File: config.mk
export PLATFORM = sky130hd
export DESIGN_NAME = wb_arbiter
export DESIGN_NICKNAME = d
export VERILOG_FILES = /design/src/rtl/wb_arbiter.sv
export SDC_FILE = /design/constraint.sdc
export NUM_CORES = 1
export LEC_CHECK = 0
export BUFFER_PORTS_ARGS = -buffer_cell sky130_fd_sc_hd__buf_2
export CAP_MARGIN = 40
export CORE_UTILIZATION = 30
export DETAILED_ROUTE_END_ITERATION = 12
export MAX_ROUTING_LAYER = met4
export SYNTH_ARGS = -nofsm -noshare
export SYNTH_HDL_FRONTEND = slang
export SYNTH_SLANG_ARGS = --single-unit
File: constraint.sdc
create_clock -name clock -period 5.2 [get_ports clock]
set_input_delay 0.26 -clock clock [delete_from_list [all_inputs] [get_ports clock]]
set_output_delay 0.26 -clock clock [all_outputs]
set_load 0.02 [all_outputs]
File: src/rtl/wb_arbiter.sv
// Writeback arbiter: merges single-cycle ALU results and FIFO-buffered LSU/MDU results onto
// the one register-file write port. Optional perf counters enabled by WB_ARBITER_PERF_EN.
module wb_arbiter #(
  parameter int unsigned XLEN       = 64,
  parameter int unsigned DEPTH      = 2,
  parameter int unsigned STARVE_MAX = 4
) (
  input  logic            clock,
  input  logic            reset,
  input  logic            alu_valid,
  output logic            alu_ready,
  input  logic            alu_wen,
  input  logic [4:0]      alu_rd,
  input  logic [XLEN-1:0] alu_data,
  input  logic            lsu_valid,
  output logic            lsu_ready,
  input  logic            lsu_wen,
  input  logic [4:0]      lsu_rd,
  input  logic [XLEN-1:0] lsu_data,
  output logic            wen,
  output logic [4:0]      waddr,
  output logic [XLEN-1:0] wdata
`ifdef WB_ARBITER_PERF_EN
  ,
  output logic [31:0]     perf_alu_cnt,
  output logic [31:0]     perf_lsu_cnt,
  output logic [31:0]     perf_stall_cnt
`endif
);

  localparam int unsigned PtrW = $clog2(DEPTH);
  localparam int unsigned CntW = $clog2(DEPTH + 1);
  localparam int unsigned StW  = $clog2(STARVE_MAX + 1);

  localparam logic [CntW-1:0] CntFull   = CntW'(DEPTH);
  localparam logic [StW-1:0]  StarveMax = StW'(STARVE_MAX);

  typedef struct packed {
    logic            wen;
    logic [4:0]      rd;
    logic [XLEN-1:0] data;
  } entry_t;

  entry_t          mem_q [DEPTH];
  entry_t          mem_d [DEPTH];
  entry_t          head;
  logic [PtrW-1:0] wr_ptr_q, wr_ptr_d;
  logic [PtrW-1:0] rd_ptr_q, rd_ptr_d;
  logic [CntW-1:0] count_q, count_d;
  logic [StW-1:0]  starve_q, starve_d;
  logic            wen_q, wen_d;
  logic [4:0]      waddr_q, waddr_d;
  logic [XLEN-1:0] wdata_q, wdata_d;

  logic empty, full, push, pop, grant_fifo, grant_alu;

  assign empty      = (count_q == '0);
  assign full       = (count_q == CntFull);
  assign lsu_ready  = !full;
  assign push       = lsu_valid && !full;
  assign grant_fifo = !empty && (!alu_valid || full || (starve_q == StarveMax));
  assign grant_alu  = alu_valid && !grant_fifo;
  assign alu_ready  = !grant_fifo;
  assign pop        = grant_fifo;
  assign head       = mem_q[rd_ptr_q];

  // Storage is written only on push; entry validity is tracked by count, so no reset needed.
  always_comb begin
    mem_d = mem_q;
    if (push) begin
      mem_d[wr_ptr_q] = '{wen: lsu_wen, rd: lsu_rd, data: lsu_data};
    end
  end

  always_ff @(posedge clock) begin
    mem_q <= mem_d;
  end

  always_comb begin
    wr_ptr_d = wr_ptr_q;
    rd_ptr_d = rd_ptr_q;
    count_d  = count_q;
    if (push) wr_ptr_d = wr_ptr_q + PtrW'(1);
    if (pop)  rd_ptr_d = rd_ptr_q + PtrW'(1);
    unique case ({push, pop})
      2'b10:   count_d = count_q + CntW'(1);
      2'b01:   count_d = count_q - CntW'(1);
      default: count_d = count_q;
    endcase
  end

  always_comb begin
    starve_d = starve_q;
    if (empty || pop) begin
      starve_d = '0;
    end else if (grant_alu && (starve_q != StarveMax)) begin
      starve_d = starve_q + StW'(1);
    end
  end

  // Writes to x0 or with wen clear still consume the slot but never assert the write enable.
  always_comb begin
    wen_d   = 1'b0;
    waddr_d = waddr_q;
    wdata_d = wdata_q;
    if (grant_fifo) begin
      wen_d   = head.wen && (head.rd != 5'd0);
      waddr_d = head.rd;
      wdata_d = head.data;
    end else if (grant_alu) begin
      wen_d   = alu_wen && (alu_rd != 5'd0);
      waddr_d = alu_rd;
      wdata_d = alu_data;
    end
  end

  always_ff @(posedge clock) begin
    if (reset) begin
      wr_ptr_q <= '0;
      rd_ptr_q <= '0;
      count_q  <= '0;
      starve_q <= '0;
      wen_q    <= 1'b0;
      waddr_q  <= '0;
      wdata_q  <= '0;
    end else begin
      wr_ptr_q <= wr_ptr_d;
      rd_ptr_q <= rd_ptr_d;
      count_q  <= count_d;
      starve_q <= starve_d;
      wen_q    <= wen_d;
      waddr_q  <= waddr_d;
      wdata_q  <= wdata_d;
    end
  end

  assign wen   = wen_q;
  assign waddr = waddr_q;
  assign wdata = wdata_q;

`ifdef WB_ARBITER_PERF_EN
  logic [31:0] perf_alu_q, perf_alu_d;
  logic [31:0] perf_lsu_q, perf_lsu_d;
  logic [31:0] perf_stall_q, perf_stall_d;

  always_comb begin
    perf_alu_d   = perf_alu_q + {31'd0, grant_alu};
    perf_lsu_d   = perf_lsu_q + {31'd0, pop};
    perf_stall_d = perf_stall_q + {31'd0, alu_valid && !alu_ready};
  end

  always_ff @(posedge clock) begin
    if (reset) begin
      perf_alu_q   <= '0;
      perf_lsu_q   <= '0;
      perf_stall_q <= '0;
    end else begin
      perf_alu_q   <= perf_alu_d;
      perf_lsu_q   <= perf_lsu_d;
      perf_stall_q <= perf_stall_d;
    end
  end

  assign perf_alu_cnt   = perf_alu_q;
  assign perf_lsu_cnt   = perf_lsu_q;
  assign perf_stall_cnt = perf_stall_q;
`endif

endmodule
After elaboration in Yosys (flattened, before gate mapping)
Cells that the tools add are included.
{ "classes": {"n_eq_ne": 5, "bitwise": 2, "order_cmp": 3, "n_addsub": 5, "muxes": 13, "reduce_logical": 20} }
{ "ops": {"columns": ["op", "count"], "rows": [
  ["$mux W70", 4],
  ["$bwmux W140", 1],
  ["$mux W64", 2],
  ["$demux W70 S1", 1],
  ["$mux W5", 2],
  ["$reduce_bool A5 Y1", 2],
  ["$logic_and A1 B1 Y1", 7],
  ["$eq A2 B2 Y1 const B", 2],
  ["$ge A2 B2 Y1 const B", 2],
  ["$logic_not A1 Y1", 4],
  ["$not A1 Y2", 2],
  ["$pmux W2 S2", 1],
  ["$reduce_bool A2 Y1", 2],
  ["$add A3 B1 Y3 const B", 1],
  ["$eq A3 B3 Y1 const B", 1],
  ["$logic_or A1 B1 Y1", 3],
  ["$ne A3 B3 Y1 const B", 1],
  ["$add A1 B1 Y1 const B", 2],
  ["$add A2 B1 Y2 const B", 1],
  ["$eq A2 B1 Y1 const B", 1],
  ["$logic_not A2 Y1", 1],
  ["$lt A2 B1 Y1 const B", 1],
  ["$mux W1", 2],
  ["$reduce_or A2 Y1", 1],
  ["$sub A2 B1 Y2 const B", 1]
]} }
{ "word_totals": {"input_bits": 144, "register_bits": 217} }

Depth between registers and ports, before layout
{ "depth": {"ltp_word": 8, "depth_mapped": 9} }

Worst setup path after synthesis
No wires, ideal clock.
{ "synth_timing": {"kind": "register -> register", "startpoint": "reg count_q[0]", "endpoint": "reg mem_q[100] (netlist name) (enable)", "t_arrival_ns": 3.804, "path_buffers": 1, "setup_slack_ns": 0.898, "setup_time_ns": 0.499, "period_less_slack_ns": 4.302, "path_stages_with_launch": 5, "path_cell_list": "dfxtp_1 buf_4 nand2b_1 nand2_1 nor2_1"} }
{ "synth_via": {"elab_chain_cells": 3} }
{ "synth_lines": {"columns": ["element", "line_no", "rtl"], "rows": [
  ["from (decl)", "49", "logic [CntW-1:0] count_q, count_d;"],
  ["from (signal assigned)", "129", "count_q <= count_d;"],
  ["$eq A2 B2 Y1", "58", "assign full = (count_q == CntFull);"],
  ["$logic_not A1 Y1", null, null],
  ["net lsu_ready", "16", "output logic lsu_ready,"],
  ["$logic_and A1 B1 Y1", "60", "assign push = lsu_valid && !full;"],
  ["to (signal assigned)", "76", "mem_q <= mem_d;"],
  ["to (decl)", "44", "entry_t mem_q [DEPTH];"]
]} }
The timed path passes the listed nets, and every way through them passes these cells.
A chain may end at the register's enable or synchronous reset.

Worst setup path after layout
{ "layout_timing": {"startpoint": "reg rd_ptr_q", "endpoint": "reg wen_q (netlist: wen)"} }
{ "layout_via": {"elab_chain_cells": 7} }
{ "layout_lines": {"columns": ["element", "line_no", "rtl"], "rows": [
  ["from (decl)", "48", "logic [PtrW-1:0] rd_ptr_q, rd_ptr_d;"],
  ["from (signal assigned)", "128", "rd_ptr_q <= rd_ptr_d;"],
  ["$not A1 Y2 (not written as such) *", "65", "assign head = mem_q[rd_ptr_q];"],
  ["$mux W70 (not written as such) * (3 in series)", "65", null],
  ["$reduce_bool A5 Y1", "107", "wen_d = head.wen && (head.rd != 5'd0);"],
  ["$logic_and A1 B1 Y1 *", "107", null],
  ["$mux W1 *", "106", "if (grant_fifo) begin"],
  ["to (signal assigned)", "131", "wen_q <= wen_d;"],
  ["to (decl)", "51", "logic wen_q, wen_d;"]
]} }
Every way passes the cells marked *; elsewhere a longest branch is shown, timed or not. The select of a mux whose other input is x is not followed.

==> impl_metrics.tcl <==
set metrics [dict create \
    synth_largest_area_cell "edfxtp_1" \
    antenna_found_initial 2 \
    io_pins 216 \
    vias_per_cell 4.39 \
    critPathMaxFanout 40 \
    synth_seq_area_share_pct 68.6 \
    numCtsBuffers 25 \
    final_cell_mix "buf_2, edfxtp_1, dlygate4sd3_1" \
    root_buffer "clkbuf_16" \
    synth_simple_gate_area_share_pct 4.82 \
    grt_setup_unrepaired "false" \
    netlist_instances 569 \
    cpMaxStageDelayCell "dfxtp_4" \
    end_kind "register" \
    muxShareOfSynthArea_pct 17.6 \
    place.gp.congestion 0.686 \
    total_power_mw 5.92 \
    place_inst 1131 \
    dp_hpwl_um 12200 \
    dieHeight_um 169 \
    synth_seq_cells 217 \
    post_cts_buffers 0 \
    rows 60 \
    post_cts_resized 0 \
    clock_path_buffers 3 \
    cts_htree_levels 1 \
    syn_area_um2 8380 \
    arrival_ns 2.89 \
    cp-start-kind "register" \
    insertion_delay_ns 0.53 \
    ant_nets 0 \
    critPathMaxStageDelay_ns 0.67 \
    core-area_um2 27200 \
    drt_iter0_markers 305 \
    drive_above_1_share_pct 36.8 \
    synth_fa_ha_area_share_pct 0.448 \
    dieArea_um2 28600 \
    syn2layout_area_growth_pct 41.4 \
    crit_buf_inv 1 \
    fmax_ghz 0.404 \
    post_drt_wl_per_cell_um 15.5 \
    clock-sinks 217 \
    yosysWarnings 0 \
    start_util_pct 30.8 \
    numPortBuffers 215 \
    timing.final.hold_violations 0 \
    crit_top_cell "a211oi_1" \
    hold_path_class "input pin to register" \
    grt.overflow.total 0 \
    synthTopCellsByArea "edfxtp_1, dfxtp_1, mux2_2" \
    syn_avg_cell_area_um2 14.7 \
    synth_top_family_by_area "multiplexers" \
    fin_crit_ns 2.47 \
    path_delay_family "flip-flops" \
    drt-total-wl_um 20200 \
    grt_pass1_wl_um 31200 \
    crit_chain "buf_4 -> mux2_2 -> a211oi_1 -> a211oi_1 -> a32o_1" \
    synth_nets 716 \
    synth_compound_area_share_pct 4.88 \
    cts_tree "done" \
    synth_top_area_share_pct 50.2 \
    synth_xor_area_share_pct 0.418 \
    path_class "register to register" \
    yosysUniqueCellTypes 35 \
    leakage_nw 4.63 \
    fin_cells 1297 \
    fin_skew_ns 0.0195 \
    clk_pin_slew_worst_paths_ns 0.06 \
    worst_slew_pin_slew_ns 0.676 \
    slew_headroom_pct 54.9 \
    grt_max_degree 65 \
    grt_use_total_pct 14.4 \
    ir_worst_vdd_uv 244 \
    mostFrequentLayoutCell "buf_2" \
    drtPass1Iterations 4 \
    die_w_um 169 \
    setup_viol 0 \
    drc 0 \
    p_per_area_nw_per_um2 500 \
    drv_cap 0 \
    drv_slew 0 \
    finalCritPeriodShare_pct 47.6 \
    layout.nets 1051 \
    vias 5695 \
    grt_pass1_vias 5850 \
    tns_ns 0 \
    status "finished clean" \
    critPathRequiredTime_ns 5.62 \
]
[through the flow]
step	hold WS [ns]	utilization [%]	instance area (um2)	setup slack, ns
finish	0.0215	43.6	11800	2.73
global route	0.00966	43.6	11800	2.57
CTS	0.00220	43.6	11800	2.66
detailed placement	0.437	36.0	9790	2.71
global placement	0.431	35.8	9730	2.79
floorplan	0.359	-	8380	0.898
[where the power goes]
group	internal [mW]	total [mW]	switching [mW]
Sequential	2.21	2.38	0.163
Combinational	0.743	1.72	0.977
Clock	1.13	1.82	0.695
Total	4.08	5.92	1.84
[synth_stat cells, drive strengths merged]
master,number
and3,1
nor2,9
a21oi,2
and4,1
nor2b,1
a31oi,1
clkbuf,11
inv,3
mux2i,71
nor4,1
o21ai,69
edfxtp,140
mux2,68
dfxtp,77
nand2,72
xor2,2
or2,1
a211oi,2
nand2b,1
or3b,1
a32o,1
nor3,2
buf,22
xnor2,2
ha,3
and2,1
or3,2
nor3b,1
o31ai,1
[final timing paths]
check | start | to | slack, ns | cells after the start
min | alu_data[5] | wdata[5]$_SDFFE_PP0P_ | 0.02 | 3
max | rd_ptr_q$_SDFFE_PP0N_ | wen$_SDFF_PP0_ | 2.73 | 5
max reg2reg | rd_ptr_q$_SDFFE_PP0N_ | wen$_SDFF_PP0_ | 2.73 | 5
min reg2reg | wdata[34]$_SDFFE_PP0P_ | wdata[34]$_SDFFE_PP0P_ | 0.44 | 2
[routing by layer]
layer | wire, um | GRT usage (%) | up-vias | part of all wire (%)
met4 | 365 | 3.45 | 0 | 1.8
met5 | 0 | - | - | 0
met2 | 9850 | 24.7 | 178 | 49
met1 | 8590 | 16.8 | 2715 | 43
li1 | - | - | 2769 | -
met3 | 1350 | 3.48 | 33 | 6.7
[cells by family (layout without fill, tap and decap cells)]
group,count (synthesis),in the layout
flops,217,217
mux,139,139
simple gates,94,94
compound gates,76,76
buf+inv,36,390
xor+xnor,4,4
fa+ha+maj,3,3
other cells,0,2
[what timing repair did]
action / CTS / global route
hold buffers: 118 / 0
hold endpoints to repair: 188 / 0
setup endpoints to repair: 0 / 0
[worst register-to-register path, stage by stage, from the launching register on]
cell and delay, ns:
dfxtp_4 0.67, buf_4 0.56, mux2_2 0.46, a211oi_1 0.33
a211oi_1 0.13, a32o_1 0.21
[flip-flops by register name, summed over array words and instances (netlist names)]
register,count
starve_q,3
wr_ptr_q,1
wen,1
mem_q,140
waddr,5
rd_ptr_q,1
wdata,64
count_q,2
[final cells by class]
cell class / count / area [um2]
Antenna cell: 2 / 5.00
Clock buffer: 30 / 674
Clock inverter: 16 / 195
Fill cell: 2508 / 15300
Inverter: 3 / 11.3
Multi-Input combinational cell: 316 / 2370
Sequential cell: 217 / 5750
Tap cell: 372 / 465
Timing Repair Buffer: 341 / 2370
Note: power is estimated with default switching activity, not from simulation.
